==> src/rtl/alu_seq_pkg.sv <==
// ============================================================================
// alu_seq_pkg : shared state encoding and opcode constants for alu_sequencer
// Rev 1.0
// ============================================================================
`default_nettype none

package alu_seq_pkg;

  localparam int         INSTR_LEN = 3;
  localparam logic [7:0] OP_ADD    = 8'h00;
  localparam logic [7:0] OP_MUL    = 8'h01;
  localparam logic [7:0] OP_HALT   = 8'hFF;

  typedef enum logic [3:0] {
    IDLE   = 4'd0,
    F_OP   = 4'd1,
    W_OP   = 4'd2,
    W_A    = 4'd3,
    W_B    = 4'd4,
    EXEC   = 4'd5,
    MSTEP  = 4'd6,
    NEXT   = 4'd7,
    HALTED = 4'd8
  } state_t;

endpackage

`default_nettype wire

==> src/rtl/seq_step_counter.sv <==
// ============================================================================
// seq_step_counter : loadable down-counter with zero flag for MUL iterations
// Rev 1.0
// ============================================================================
`default_nettype none

module seq_step_counter #(
  parameter int W = 8
) (
  input  logic         clk,
  input  logic         rst_n,
  input  logic         i_load,
  input  logic [W-1:0] i_load_val,
  input  logic         i_dec,
  output logic         o_zero
);

  logic [W-1:0] r_cnt;

  // Saturates at zero so a stray decrement can never wrap into a long loop.
  always_ff @(posedge clk) begin
    if (!rst_n) begin
      r_cnt <= '0;
    end else if (i_load) begin
      r_cnt <= i_load_val;
    end else if (i_dec && (r_cnt != '0)) begin
      r_cnt <= r_cnt - W'(1);
    end
  end

  assign o_zero = (r_cnt == '0);

endmodule

`default_nettype wire

==> src/rtl/alu_sequencer.sv <==
// ============================================================================
// alu_sequencer : microprogram sequencer for ROM -> regA/regB -> ALU -> regC
// Rev 1.0
// ============================================================================
`default_nettype none

module alu_sequencer #(
  parameter int            AW      = 9,
  parameter int            DW      = 8,
  parameter logic [DW-1:0] OP_ADD  = alu_seq_pkg::OP_ADD,
  parameter logic [DW-1:0] OP_MUL  = alu_seq_pkg::OP_MUL,
  parameter logic [DW-1:0] OP_HALT = alu_seq_pkg::OP_HALT
) (
  input  logic          clk,
  input  logic          rst_n,
  input  logic          start,
  output logic [AW-1:0] rom_addr,
  input  logic [DW-1:0] rom_data,
  output logic          en_a,
  output logic          en_b,
  output logic          en_c,
  output logic          acc_clr,
  output logic          mux_sel,
  output logic          busy,
  output logic          done,
  output logic          res_valid,
  output logic          err_illegal,
  output logic          err_range
);

  import alu_seq_pkg::*;

  // Last pc whose successor triple still fits entirely inside the ROM.
  localparam logic [AW:0] C_PC_LIMIT = (AW+1)'((2**AW) - INSTR_LEN);

  state_t        r_state;
  state_t        w_state_nxt;
  logic [AW-1:0] r_pc;
  logic [AW-1:0] w_pc_nxt;
  logic [DW-1:0] r_opcode;
  logic [DW-1:0] w_opcode_nxt;
  logic          r_err_illegal;
  logic          w_err_illegal_nxt;
  logic          r_err_range;
  logic          w_err_range_nxt;
  logic          w_cnt_load;
  logic          w_cnt_dec;
  logic          w_cnt_zero;
  logic [AW:0]   w_pc_plus3;

  assign w_pc_plus3 = {1'b0, r_pc} + (AW+1)'(INSTR_LEN);

  seq_step_counter #(
    .W (DW)
  ) u_step_cnt (
    .clk        (clk),
    .rst_n      (rst_n),
    .i_load     (w_cnt_load),
    .i_load_val (rom_data),
    .i_dec      (w_cnt_dec),
    .o_zero     (w_cnt_zero)
  );

  always_ff @(posedge clk) begin
    if (!rst_n) begin
      r_state       <= IDLE;
      r_pc          <= '0;
      r_opcode      <= '0;
      r_err_illegal <= 1'b0;
      r_err_range   <= 1'b0;
    end else begin
      r_state       <= w_state_nxt;
      r_pc          <= w_pc_nxt;
      r_opcode      <= w_opcode_nxt;
      r_err_illegal <= w_err_illegal_nxt;
      r_err_range   <= w_err_range_nxt;
    end
  end

  always_comb begin
    w_state_nxt       = r_state;
    w_pc_nxt          = r_pc;
    w_opcode_nxt      = r_opcode;
    w_err_illegal_nxt = r_err_illegal;
    w_err_range_nxt   = r_err_range;
    w_cnt_load        = 1'b0;
    w_cnt_dec         = 1'b0;
    case (r_state)
      IDLE, HALTED: begin
        if (start) begin
          w_state_nxt       = F_OP;
          w_pc_nxt          = '0;
          w_err_illegal_nxt = 1'b0;
          w_err_range_nxt   = 1'b0;
        end
      end
      F_OP: w_state_nxt = W_OP;
      W_OP: begin
        w_opcode_nxt = rom_data;
        if (rom_data == OP_HALT) begin
          w_state_nxt = HALTED;
        end else if ((rom_data == OP_ADD) || (rom_data == OP_MUL)) begin
          w_state_nxt = W_A;
        end else begin
          // Unknown opcode: skip the whole triple without touching the datapath.
          w_err_illegal_nxt = 1'b1;
          w_pc_nxt          = w_pc_plus3[AW-1:0];
          w_state_nxt       = F_OP;
        end
      end
      W_A: w_state_nxt = W_B;
      W_B: begin
        w_cnt_load  = 1'b1;
        w_state_nxt = (r_opcode == OP_MUL) ? MSTEP : EXEC;
      end
      EXEC: w_state_nxt = NEXT;
      MSTEP: begin
        if (w_cnt_zero) begin
          w_state_nxt = NEXT;
        end else begin
          w_cnt_dec = 1'b1;
        end
      end
      NEXT: begin
        if (w_pc_plus3 > C_PC_LIMIT) begin
          w_err_range_nxt = 1'b1;
          w_state_nxt     = HALTED;
        end else begin
          w_pc_nxt    = w_pc_plus3[AW-1:0];
          w_state_nxt = F_OP;
        end
      end
      default: w_state_nxt = IDLE;
    endcase
  end

  // Outputs depend only on registered state so they are stable for the whole cycle.
  always_comb begin
    rom_addr  = r_pc;
    en_a      = 1'b0;
    en_b      = 1'b0;
    en_c      = 1'b0;
    acc_clr   = 1'b0;
    mux_sel   = 1'b0;
    res_valid = 1'b0;
    done      = 1'b0;
    busy      = 1'b1;
    case (r_state)
      IDLE:   busy = 1'b0;
      F_OP:   rom_addr = r_pc;
      W_OP:   rom_addr = r_pc + AW'(1);
      W_A: begin
        en_a     = 1'b1;
        rom_addr = r_pc + AW'(2);
      end
      W_B: begin
        en_b    = 1'b1;
        acc_clr = (r_opcode == OP_MUL);
      end
      EXEC:   en_c = 1'b1;
      MSTEP: begin
        mux_sel = 1'b1;
        en_c    = !w_cnt_zero;
      end
      NEXT:   res_valid = 1'b1;
      HALTED: begin
        busy = 1'b0;
        done = 1'b1;
      end
      default: busy = 1'b0;
    endcase
  end

  assign err_illegal = r_err_illegal;
  assign err_range   = r_err_range;

endmodule

`default_nettype wire

==> config.mk <==
export PLATFORM = sky130hd
export DESIGN_NAME = alu_sequencer
export DESIGN_NICKNAME = d
export VERILOG_FILES = /design/src/rtl/alu_seq_pkg.sv /design/src/rtl/seq_step_counter.sv /design/src/rtl/alu_sequencer.sv
export SDC_FILE = /design/constraint.sdc
export NUM_CORES = 1
export LEC_CHECK = 0
export BUFFER_PORTS_ARGS = -buffer_cell sky130_fd_sc_hd__buf_2
export CORE_UTILIZATION = 50
export DETAILED_ROUTE_END_ITERATION = 7
export PLACE_DENSITY = 0.8
export SLEW_MARGIN = 5
export SYNTH_ARGS = -nofsm -noshare
export SYNTH_HDL_FRONTEND = slang
export SYNTH_HIERARCHICAL = 1
export SYNTH_SLANG_ARGS = --single-unit
==> constraint.sdc <==
create_clock -name clk -period 2.65 [get_ports clk]
set_input_delay 0.1325 -clock clk [delete_from_list [all_inputs] [get_ports clk]]
set_output_delay 0.1325 -clock clk [all_outputs]
set_load 0.01 [all_outputs]
==> summary.md, run 1 <==
* DRC: 0
* Post-Syn Area: 2160 µm²
* number of flip-flops and latches in the synthesized netlist: 31
* transition at the pin with the smallest max-transition slack: 0.539 ns
* share of post-route cells with drive strength above 1: 21.7%
* starting utilization of the core area: 53.2%
* number of gates resized after CTS: 0
* run status: completed
* RSZ-0062 raised after global routing: no
* Filler Cell Count: 368
* drt initial violations: 143
* area of the core region: 4060 µm²
* Rel. slew slack: 63.9%
* Antenna Diode Count: 0
* per-instance average area after synthesis: 8.26 µm²
* antenna violations before repair: 0
* Reg-to-Reg End: r_pc[6]$_SDFFE_PN0P_
* count of input and output buffers: 29
* Worst Hold Depth: 3
* Post-synth EDFFs: 0
* timing-limited maximum frequency: 414 MHz
* max-cap viol count: 0
* path length in cells of the critical path: 8
* Die ar.: 4580 µm²
* crit-path max cell delay: 0.45 ns
* Max H-tree Level: 2
* overall die width: 67.7 µm
* arrival time at the worst endpoint: 2.60 ns
* number of hold buffers added after cts: 0
* depth of the worst register-to-register path: 8
* Post-Route Utilization: 61.9%
* final antenna-violating net count: 0
* number of clock buffers inserted by TritonCTS: 5
* Period minus WS final: 2.41 ns
* summed negative setup slack over all endpoints: 0 ns
* critical path startpoint: r_pc[1]$_SDFFE_PN0P_
* vias in the first global route: 1948
* global placement routability congestion: 0.889
* Seq/Total Area, Yosys: 28.8%
* wire length of the first global-routing pass: 8710 µm
* fraction of synthesis flops using an asynchronous set or reset pin: 0%
* Area Overhead vs Synth: 16.4%
* most frequently used cell type in the post-synthesis netlist: sky130_fd_sc_hd__dfxtp_1
* cell family with most CP delay: compound AO/OA/AOI/OAI gates
* maximum count of clock buffers along a single path: 2
* Cell Rows: 23
* nets@finish: 318
* Final Hold Violating Endpoints: 0
* endpoint type of the worst setup path: register
* worst setup path category: reg2reg
* maximum VDD drop: 0.000325 V
* number of pins exceeding their max-slew limit in the final report: 0
* post-synthesis net count: 280
* cell types with the largest area share after synthesis: sky130_fd_sc_hd__dfxtp_1, sky130_fd_sc_hd__a21oi_1, sky130_fd_sc_hd__nand2_1, sky130_fd_sc_hd__ha_1, sky130_fd_sc_hd__xnor2_1
* count of clock tree sinks: 31
* average wire per standard cell: 15.2 µm
* I/O pin count: 30
* sum of overflow across all layers after global routing: 0
* Post CTS Setup Buffer Count: 0
* clock slew at reported path FFs: 0.07 ns
* number of distinct library cells after synthesis: 63
* worst path cell trace: inv_1, ha_1, nor2b_1, or4_4, o41ai_4, buf_4, a21oi_1, o221a_1
* startpoint kind of the worst setup timing path: register
* total global-route track usage: 25.6%
* number of vias per cell after detailed routing: 6.08
* clock tree from TritonCTS: done
* Layout Skew: 0.0114 ns
* crit path buf inv count: 2
* estimated wirelength of the detail-placed design: 3870 µm
* Hold Crit Start: rom_data[0]
* Pre-Repair DR Iteration Count: 4
* clock latency on the worst-skew pair: 0.29 ns
* dominant synthesized flop cell: sky130_fd_sc_hd__dfxtp_1
* top cell type by total area after synthesis: sky130_fd_sc_hd__dfxtp_1
* portion of the clock cycle consumed by the worst path in the final layout: 91.1%
* number of vias after detailed routing: 2121
* clock root buffer: sky130_fd_sc_hd__clkbuf_8
* cell area power density: 481 nW/µm²
* Min-Delay Path Class: in2reg
* Total Routed Length: 5290 µm
* Synth Instances: 261
* Yosys warning total: 6
* share of the synthesized area in the top cell type: 28.8%
* setup slack on the worst flop-to-flop path: 0.24 ns
* maximum number of pins on one net before global-route repair: 18
* LEAKAGE: 0.000964 µW
* height of the chip: 67.7 µm
* final setup violating endpoints: 0
* library cell contributing the largest single delay on the critical path: sky130_fd_sc_hd__or4_4
* worst r2r src: r_pc[1]$_SDFFE_PN0P_
* Worst Hold End: r_opcode[0]$_SDFFE_PN0P_
* data required time at the worst endpoint: 2.84 ns
* most instantiated cells after synthesis: sky130_fd_sc_hd__dfxtp_1, sky130_fd_sc_hd__nand2_1, sky130_fd_sc_hd__a21oi_1, sky130_fd_sc_hd__inv_1
* highest net fanout along the worst path: 12
final cells by class:
type | count | area [µm²] | area share (%)
Inverter | 14 | 52.6 | 2.09
Clock buffer | 6 | 72.6 | 2.89
Tap cell | 50 | 62.6 | 2.49
Clock inverter | 1 | 30.0 | 1.20
Multi-Input combinational cell | 204 | 1420 | 56.6
Sequential cell | 31 | 621 | 24.7
Timing Repair Buffer | 43 | 250 | 9.97
worst register-to-register path, cell delays in order, from the launching register on:
cell and delay, ns:
sky130_fd_sc_hd__dfxtp_1 0.43, sky130_fd_sc_hd__inv_1 0.12, sky130_fd_sc_hd__ha_1 0.24, sky130_fd_sc_hd__nor2b_1 0.14, sky130_fd_sc_hd__or4_4 0.45, sky130_fd_sc_hd__o41ai_4 0.36
sky130_fd_sc_hd__buf_4 0.25, sky130_fd_sc_hd__a21oi_1 0.08, sky130_fd_sc_hd__o221a_1 0.24
report_power, final:
part | switching (µW) | internal (µW) | total (µW)
logic | 151 | 96.6 | 247
registers | 18.7 | 484 | 503
clock network | 182 | 275 | 458
total | 352 | 856 | 1210
state kept, by name, indices dropped and copies added, names as in the netlist:
name,cells
r_pc,9
r_state,4
err_illegal,1
r_opcode,8
u_step_cnt/r_cnt,8
err_range,1
worst max-delay path by stage:
stage / endpoint / slack (ns)
3_3_place_gp: u_step_cnt/r_cnt[7]$_SDFFE_PN0P_ / 0.27
4_1_cts: u_step_cnt/r_cnt[7]$_SDFFE_PN0P_ / 0.21
5_1_grt: r_pc[6]$_SDFFE_PN0P_ / 0.07
2_1_floorplan: u_step_cnt/r_cnt[7]$_SDFFE_PN0P_ / 0.26
6_report: r_pc[6]$_SDFFE_PN0P_ / 0.24
3_5_place_dp: u_step_cnt/r_cnt[7]$_SDFFE_PN0P_ / 0.24
kinds of logic after synthesis:
family          synth area share [%]
xor+xnor                        4.87
compound gates                  28.2
flops                           28.8
buf+inv                         5.57
mux                            0.464
simple gates                    27.4
fa+ha+maj                       4.64
layer usage:
layer / wire length [µm] / global-route usage [%]
met5: 0 / 0
met4: 93 / 10.1
met3: 268 / 5.24
met2: 2450 / 43.1
met1: 2480 / 31.6
cell usage in the layout (no fill, tap or decap), types with 8 or more instances in the layout:
cell                      netlist  routed
sky130_fd_sc_hd__inv_1         13      13
sky130_fd_sc_hd__nand3_1       12      12
sky130_fd_sc_hd__nand2_1       30      30
sky130_fd_sc_hd__buf_4          1      14
sky130_fd_sc_hd__buf_2          2      29
sky130_fd_sc_hd__xnor2_1        9       9
sky130_fd_sc_hd__a21oi_1       23      23
sky130_fd_sc_hd__nor2_1        12      12
sky130_fd_sc_hd__o21ai_0       12      12
sky130_fd_sc_hd__dfxtp_1       31      31
sky130_fd_sc_hd__ha_1           8       8
through the flow:
step	instance area [µm²]	worst slack (ns)	cells	hold WS, ns	total power, µW
finish	2510	0.236	349	0.113	1210
global placement	2400	0.272	342	0.410	752
floorplan	2160	0.261	261	0.250	679
detailed placement	2400	0.244	342	0.414	755
global route	2510	0.0690	349	0.118	1250
CTS	2500	0.207	349	0.110	1210
Power figures use the tool's default switching activity.
==> run 2, diff against run 1 <==
Settings changed: RECOVER_POWER from default to 50.
==> run 2 against run 1 <==
Effect of this change:
- clock skew about the same
- critical endpoint unchanged
- core utilization decreased by 0.89 points
- setup slack improved by 0.0019 ns
- combinational power decreased by 4%
- global-route usage unchanged
- die area unchanged
- critical path type unchanged
- register-to-register slack about the same
- sequential share of layout area increased by 0.36 points
- via count decreased by 1.6%
- highest routed layer unchanged
==> summary.md, run 2 (synthesis gave the netlist of run 1 again) <==
* commonest cells after routing, fill and taps aside: sky130_fd_sc_hd__dfxtp_1, sky130_fd_sc_hd__nand2_1, sky130_fd_sc_hd__a21oi_1
* Antenna Diode Count: 0, unchanged
* cell area power density: 484 nW/µm², +0.62%
* max FFs per register: 9, unchanged
* Cell Rows: 23, unchanged
* maximum VDD drop: 0.000324 V, -0.16%
* Final Hold Violating Endpoints: 0, unchanged
* top register by number of flip-flops: r_pc
* path length in cells of the critical path: 8, unchanged
* area of the core region: 4060 µm², unchanged
* wire length of the first global-routing pass: 8710 µm, unchanged
* worst path cell trace: inv_1, ha_1, nor2b_1, or4_4, o41ai_4, buf_4, a21oi_1, o221a_1
* Post CTS Setup Buffer Count: 0, unchanged
* average wire per standard cell: 15.0 µm, -0.72%
* estimated wirelength of the detail-placed design: 3870 µm, unchanged
* number of vias after detailed routing: 2087, -1.6%
* worst setup path category: reg2reg
* drt initial violations: 137, -4.2%
* highest net fanout along the worst path: 12, unchanged
* nets@finish: 318, unchanged
* data required time at the worst endpoint: 2.84 ns, about the same
* starting utilization of the core area: 53.2%, unchanged
* Min-Delay Path Class: in2reg
* number of hold buffers added after cts: 0, unchanged
* number of vias per cell after detailed routing: 5.98, -1.6%
* clock slew at reported path FFs: 0.07 ns, about the same
* Layout Skew: 0.0112 ns, -0.000237 ns
* Max H-tree Level: 2, unchanged
* maximum number of pins on one net before global-route repair: 18, unchanged
* cell family with most CP delay: compound AO/OA/AOI/OAI gates
* Reg-to-Reg End: r_pc[6]$_SDFFE_PN0P_
* Total Routed Length: 5250 µm, -0.72%
* maximum count of clock buffers along a single path: 2, unchanged
* most common library cell in the layout ignoring fill and taps: sky130_fd_sc_hd__dfxtp_1
* number of clock buffers inserted by TritonCTS: 5, unchanged
* Die ar.: 4580 µm², unchanged
* clock root buffer: sky130_fd_sc_hd__clkbuf_8
* number of pins exceeding their max-slew limit in the final report: 0, unchanged
* sum of overflow across all layers after global routing: 0, unchanged
* clock latency on the worst-skew pair: 0.29 ns, about the same
* LEAKAGE: 0.000910 µW, -5.6%
* Worst Hold Depth: 3, unchanged
* portion of the clock cycle consumed by the worst path in the final layout: 91.0%, about the same
* crit path buf inv count: 2, unchanged
* crit-path max cell delay: 0.45 ns, about the same
* global placement routability congestion: 0.889, unchanged
* Filler Cell Count: 382, +3.8%
* timing-limited maximum frequency: 415 MHz, about the same
* depth of the worst register-to-register path: 8, unchanged
* transition at the pin with the smallest max-transition slack: 0.620 ns, +0.0808 ns
* final setup violating endpoints: 0, unchanged
* I/O pin count: 30, unchanged
* Rel. slew slack: 58.7%, -5.3 points
* DRC: 0, unchanged
* worst slack on hold paths: 0.118 ns, +0.00496 ns
* library cell contributing the largest single delay on the critical path: sky130_fd_sc_hd__or4_4
* startpoint kind of the worst setup timing path: register
* critical path startpoint: r_pc[1]$_SDFFE_PN0P_
* capturing instance or port of the critical path: r_pc[6]$_SDFFE_PN0P_
* clock tree from TritonCTS: done
* Largest regs: r_pc: 9 flops, r_opcode: 8 flops, u_step_cnt/r_cnt: 8 flops
* final antenna-violating net count: 0, unchanged
* Area Overhead vs Synth: 14.7%
* number of gates resized after CTS: 0, unchanged
* count of clock tree sinks: 31, unchanged
* share of post-route cells with drive strength above 1: 17.1%, -4.7 points
* total global-route track usage: 25.6%, unchanged
* setup slack on the worst flop-to-flop path: 0.24 ns, about the same
* max-cap viol count: 0, unchanged
* Period minus WS final: 2.41 ns, -0.00194 ns
* summed negative setup slack over all endpoints: 0 ns, unchanged
* arrival time at the worst endpoint: 2.60 ns, about the same
* worst r2r src: r_pc[1]$_SDFFE_PN0P_
* Hold Crit Start: rom_data[0]
* Pre-Repair DR Iteration Count: 4, unchanged
* count of input and output buffers: 29, unchanged
* vias in the first global route: 1948, unchanged
* endpoint type of the worst setup path: register
* run status: completed
* RSZ-0062 raised after global routing: no
* antenna violations before repair: 0, unchanged
* height of the chip: 67.7 µm, unchanged
* overall die width: 67.7 µm, unchanged
==> run 2: changes by cell type in the layout (fill, tap and decap cells not counted) <==
| cell | delta |
|---|---|
| sky130_fd_sc_hd__clkbuf_1 | +13 |
| sky130_fd_sc_hd__buf_2 | -7 |
| sky130_fd_sc_hd__buf_4 | -6 |
| sky130_fd_sc_hd__nor3_1 | +1 |
| sky130_fd_sc_hd__nor3_2 | -1 |
==> run 2: tightest hold or removal path, stage by stage <==
cell and delay [ns]:
sky130_fd_sc_hd__buf_2 0.11, sky130_fd_sc_hd__nand2_1 0.06, sky130_fd_sc_hd__a21oi_1 0.05
==> run 2: per-stage QoR <==
stage,std cells,cell area (µm²),setup WS [ns],util (%),power [µW]
CTS,349,2500,0.207,61.7,1210
finish,349,2470,0.238,61.0,1200
global route,349,2470,0.0690,61.0,1240
floorplan,261,2160,0.261,-,679
global placement,342,2400,0.272,59.2,752
detailed placement,342,2400,0.244,59.2,755
==> run 2: worst min path at each step <==
| stage | end | slack [ns] |
|---|---|---|
| detailed placement | r_opcode[0]$_SDFFE_PN0P_ | 0.41 |
| floorplan | r_pc[7]$_SDFFE_PN0P_ | 0.25 |
| global route | r_opcode[0]$_SDFFE_PN0P_ | 0.12 |
| finish | r_opcode[0]$_SDFFE_PN0P_ | 0.12 |
| CTS | r_opcode[0]$_SDFFE_PN0P_ | 0.11 |
| global placement | r_opcode[0]$_SDFFE_PN0P_ | 0.41 |
==> run 2: layout make-up <==
cell class              count  area, µm²  area share, %
clock buffers               6       72.6           2.93
repair buffers             43        219           8.85
well taps                  50       62.6           2.53
flip-flops and latches     31        621           25.1
clock inverters             1       30.0           1.21
inverters                  14       52.6           2.12
multi-input cells         204       1420           57.3
==> run 2: routing by layer <==
layer | share of wire (%) | track usage [%] | routed length, µm | vias up
li1 | - | - | - | 1051
met4 | 1.8 | 10.1 | 93 | 0
met2 | 46 | 43.1 | 2430 | 61
met1 | 46 | 31.6 | 2440 | 964
met3 | 5.4 | 5.24 | 283 | 11
met5 | 0 | 0 | 0 | -
==> run 2: power breakdown <==
part,internal (µW),switching (µW)
Combinational,86.9,150
Sequential,484,18.1
Clock,275,183
Total,846,351
==> run 3, diff against run 2 <==
Clock period 2.65 ns to 3 ns, I/O delays scaled along.
==> run 3 against run 2 <==
Effect of this change:
- fmax fell by 12%
- clock skew barely moved
- combinational power fell by 16%
- register-to-register slack improved by 0.02 ns
- critical endpoint is now u_step_cnt/r_cnt[7]$_SDFFE_PN0P_
- first-iteration DRC count rose by 39%
- cell area fell by 1.8%
==> summary.md, run 3 (synthesis gave the netlist of run 1 again) <==
* total global-route track usage: 25.5%, -0.089 points
* crit-path max cell delay: 0.70 ns, +0.25 ns
* Layout Skew: 0.0109 ns, -0.000271 ns
* antenna violations before repair: 0, unchanged
* number of vias per cell after detailed routing: 6.15, +2.9%
* DRC: 0, unchanged
* final antenna-violating net count: 0, unchanged
* most common library cell in the layout ignoring fill and taps: sky130_fd_sc_hd__dfxtp_1
* starting utilization of the core area: 53.2%, unchanged
* estimated wirelength of the detail-placed design: 3860 µm, -0.12%
* sequential fraction of design power: 41.7%, -0.2 points
* top register by number of flip-flops: r_pc
* number of clock buffers inserted by TritonCTS: 5, unchanged
* RSZ-0062 raised after global routing: no
* height of the chip: 67.7 µm, unchanged
* count of input and output buffers: 29, unchanged
* number of hold buffers added after cts: 0, unchanged
* I/O pin count: 30, unchanged
* share of post-route cells with drive strength above 1: 14.4%, -2.7 points
* LEAKAGE: 0.000873 µW, -4.1%
* Post CTS Setup Buffer Count: 0, unchanged
* depth of the worst register-to-register path: 9, +1
* worst r2r src: u_step_cnt/r_cnt[0]$_SDFFE_PN0P_
* timing-limited maximum frequency: 364 MHz, -12%
* number of pins exceeding their max-slew limit in the final report: 0, unchanged
* arrival time at the worst endpoint: 2.90 ns, +0.30 ns
* Area Overhead vs Synth: 12.6%
* portion of the clock cycle consumed by the worst path in the final layout: 91.5%, +0.48 points
* library cell contributing the largest single delay on the critical path: sky130_fd_sc_hd__nor3_1
* Power Internal: 770 µW, -9.1%
* critical path startpoint: u_step_cnt/r_cnt[0]$_SDFFE_PN0P_
* vias in the first global route: 1873, -3.9%
* final total power: 1070 µW, -10%
* switching power summed over all nets: 304 µW, -14%
* Die ar.: 4580 µm², unchanged
* highest net fanout along the worst path: 6, -6
* clock root buffer: sky130_fd_sc_hd__clkbuf_8
* setup slack on the worst flop-to-flop path: 0.26 ns, +0.02 ns
* switching share of power: 28.3%, -1.0 points
* max FFs per register: 9, unchanged
* cell area power density: 442 nW/µm², -8.7%
* startpoint kind of the worst setup timing path: register
* number of vias after detailed routing: 2105, +0.86%
* clock power share: 39.7%, +1.4 points
* worst setup path category: reg2reg
* Reg-to-Reg End: u_step_cnt/r_cnt[7]$_SDFFE_PN0P_
* area of the core region: 4060 µm², unchanged
* data required time at the worst endpoint: 3.16 ns, +0.32 ns
* Largest regs: r_pc: 9 flops, r_opcode: 8 flops, u_step_cnt/r_cnt: 8 flops
* clock tree from TritonCTS: done
* summed negative setup slack over all endpoints: 0 ns, unchanged
* Pre-Repair DR Iteration Count: 4, unchanged
* wire length of the first global-routing pass: 8710 µm, unchanged
* capturing instance or port of the critical path: u_step_cnt/r_cnt[7]$_SDFFE_PN0P_
* number of gates resized after CTS: 0, unchanged
* Total Routed Length: 5270 µm, +0.42%
* clock slew at reported path FFs: 0.07 ns, about the same
* Cell Rows: 23, unchanged
* endpoint type of the worst setup path: register
* Final Hold Violating Endpoints: 0, unchanged
* Period minus WS final: 2.74 ns, +0.333 ns
* Max H-tree Level: 2, unchanged
* final setup violating endpoints: 0, unchanged
* run status: completed
* clock latency on the worst-skew pair: 0.29 ns, about the same
* max-cap viol count: 0, unchanged
* count of clock tree sinks: 31, unchanged
* maximum VDD drop: 0.000244 V, -25%
* maximum count of clock buffers along a single path: 2, unchanged
* maximum number of pins on one net before global-route repair: 18, unchanged
* portion of total power attributed to combinational logic: 18.6%, -1.2 points
* transition at the pin with the smallest max-transition slack: 0.933 ns, +0.313 ns
* Min-Delay Path Class: in2reg
* sum of overflow across all layers after global routing: 0, unchanged
* commonest cells after routing, fill and taps aside: sky130_fd_sc_hd__dfxtp_1, sky130_fd_sc_hd__nand2_1, sky130_fd_sc_hd__a21oi_1
* overall die width: 67.7 µm, unchanged
* Antenna Diode Count: 0, unchanged
* Rel. slew slack: 37.3%, -21 points
* global placement routability congestion: 0.909, +2.3%
* drt initial violations: 190, +39%
* average wire per standard cell: 15.4 µm, +2.5%
* nets@finish: 310, -2.5%
* worst path cell trace: inv_1, ha_1, inv_1, nor4_1, nor3_1, or3b_2, nor3_1, mux2i_1, a21oi_1
## run 3: worst min path at each step
stage	slack (ns)	depth (start not counted)	end	from
2_1_floorplan	0.27	1	r_pc[7]$_SDFFE_PN0P_	rst_n
3_3_place_gp	0.42	3	r_opcode[0]$_SDFFE_PN0P_	rom_data[0]
3_5_place_dp	0.42	3	r_opcode[0]$_SDFFE_PN0P_	rom_data[0]
4_1_cts	0.12	3	r_opcode[0]$_SDFFE_PN0P_	rom_data[0]
5_1_grt	0.14	3	r_opcode[0]$_SDFFE_PN0P_	rom_data[0]
6_report	0.13	3	r_opcode[0]$_SDFFE_PN0P_	rom_data[0]
## run 3: cell type report
type                            count  area [µm²]
Fill cell                         388        1630
Multi-Input combinational cell    204        1410
Sequential cell                    31         621
Timing Repair Buffer               35         168
Clock buffer                        6        82.6
Tap cell                           50        62.6
Inverter                           14        52.6
Clock inverter                      2        35.0
## run 3: per-stage QoR
stage / setup WS [ns] / util [%] / cells / hold slack (ns) / cell area [µm²]
after floorplan: 0.611 / - / 261 / 0.267 / 2160
after global placement: 0.464 / 57.7 / 334 / 0.421 / 2340
after CTS: 0.304 / 60.6 / 342 / 0.123 / 2460
final: 0.255 / 59.9 / 342 / 0.127 / 2430
after global routing: 0.0581 / 59.9 / 342 / 0.135 / 2430
after detailed placement: 0.354 / 57.7 / 334 / 0.424 / 2340
## run 3: power by group through the flow
stage          Clock, µW  Sequential [µW]  Combinational, µW
2_1_floorplan          0              449                151
3_3_place_gp           0              456                200
3_5_place_dp           0              457                203
4_1_cts              432              447                204
5_1_grt              445              450                223
6_report             426              448                200
## run 3: worst max-delay path, delay by kind of cell, from the launching register on
kind                       cells  cell delay, ns
and+or+nand+nor                4            1.53
DFF                            1            0.38
buffers and inverters          2            0.21
adders and majority gates      1            0.21
muxes                          1            0.21
AOI/OAI and AO/OA              1            0.08
## run 3: per-layer routing
metal / vias to the layer above / share of wire (%) / track usage (%)
met5: - / 0 / 0
met4: 0 / 1.2 / 9.84
met3: 6 / 5.1 / 4.90
met2: 73 / 48 / 41.6
met1: 987 / 45 / 32.8
li1: 1039 / - / -
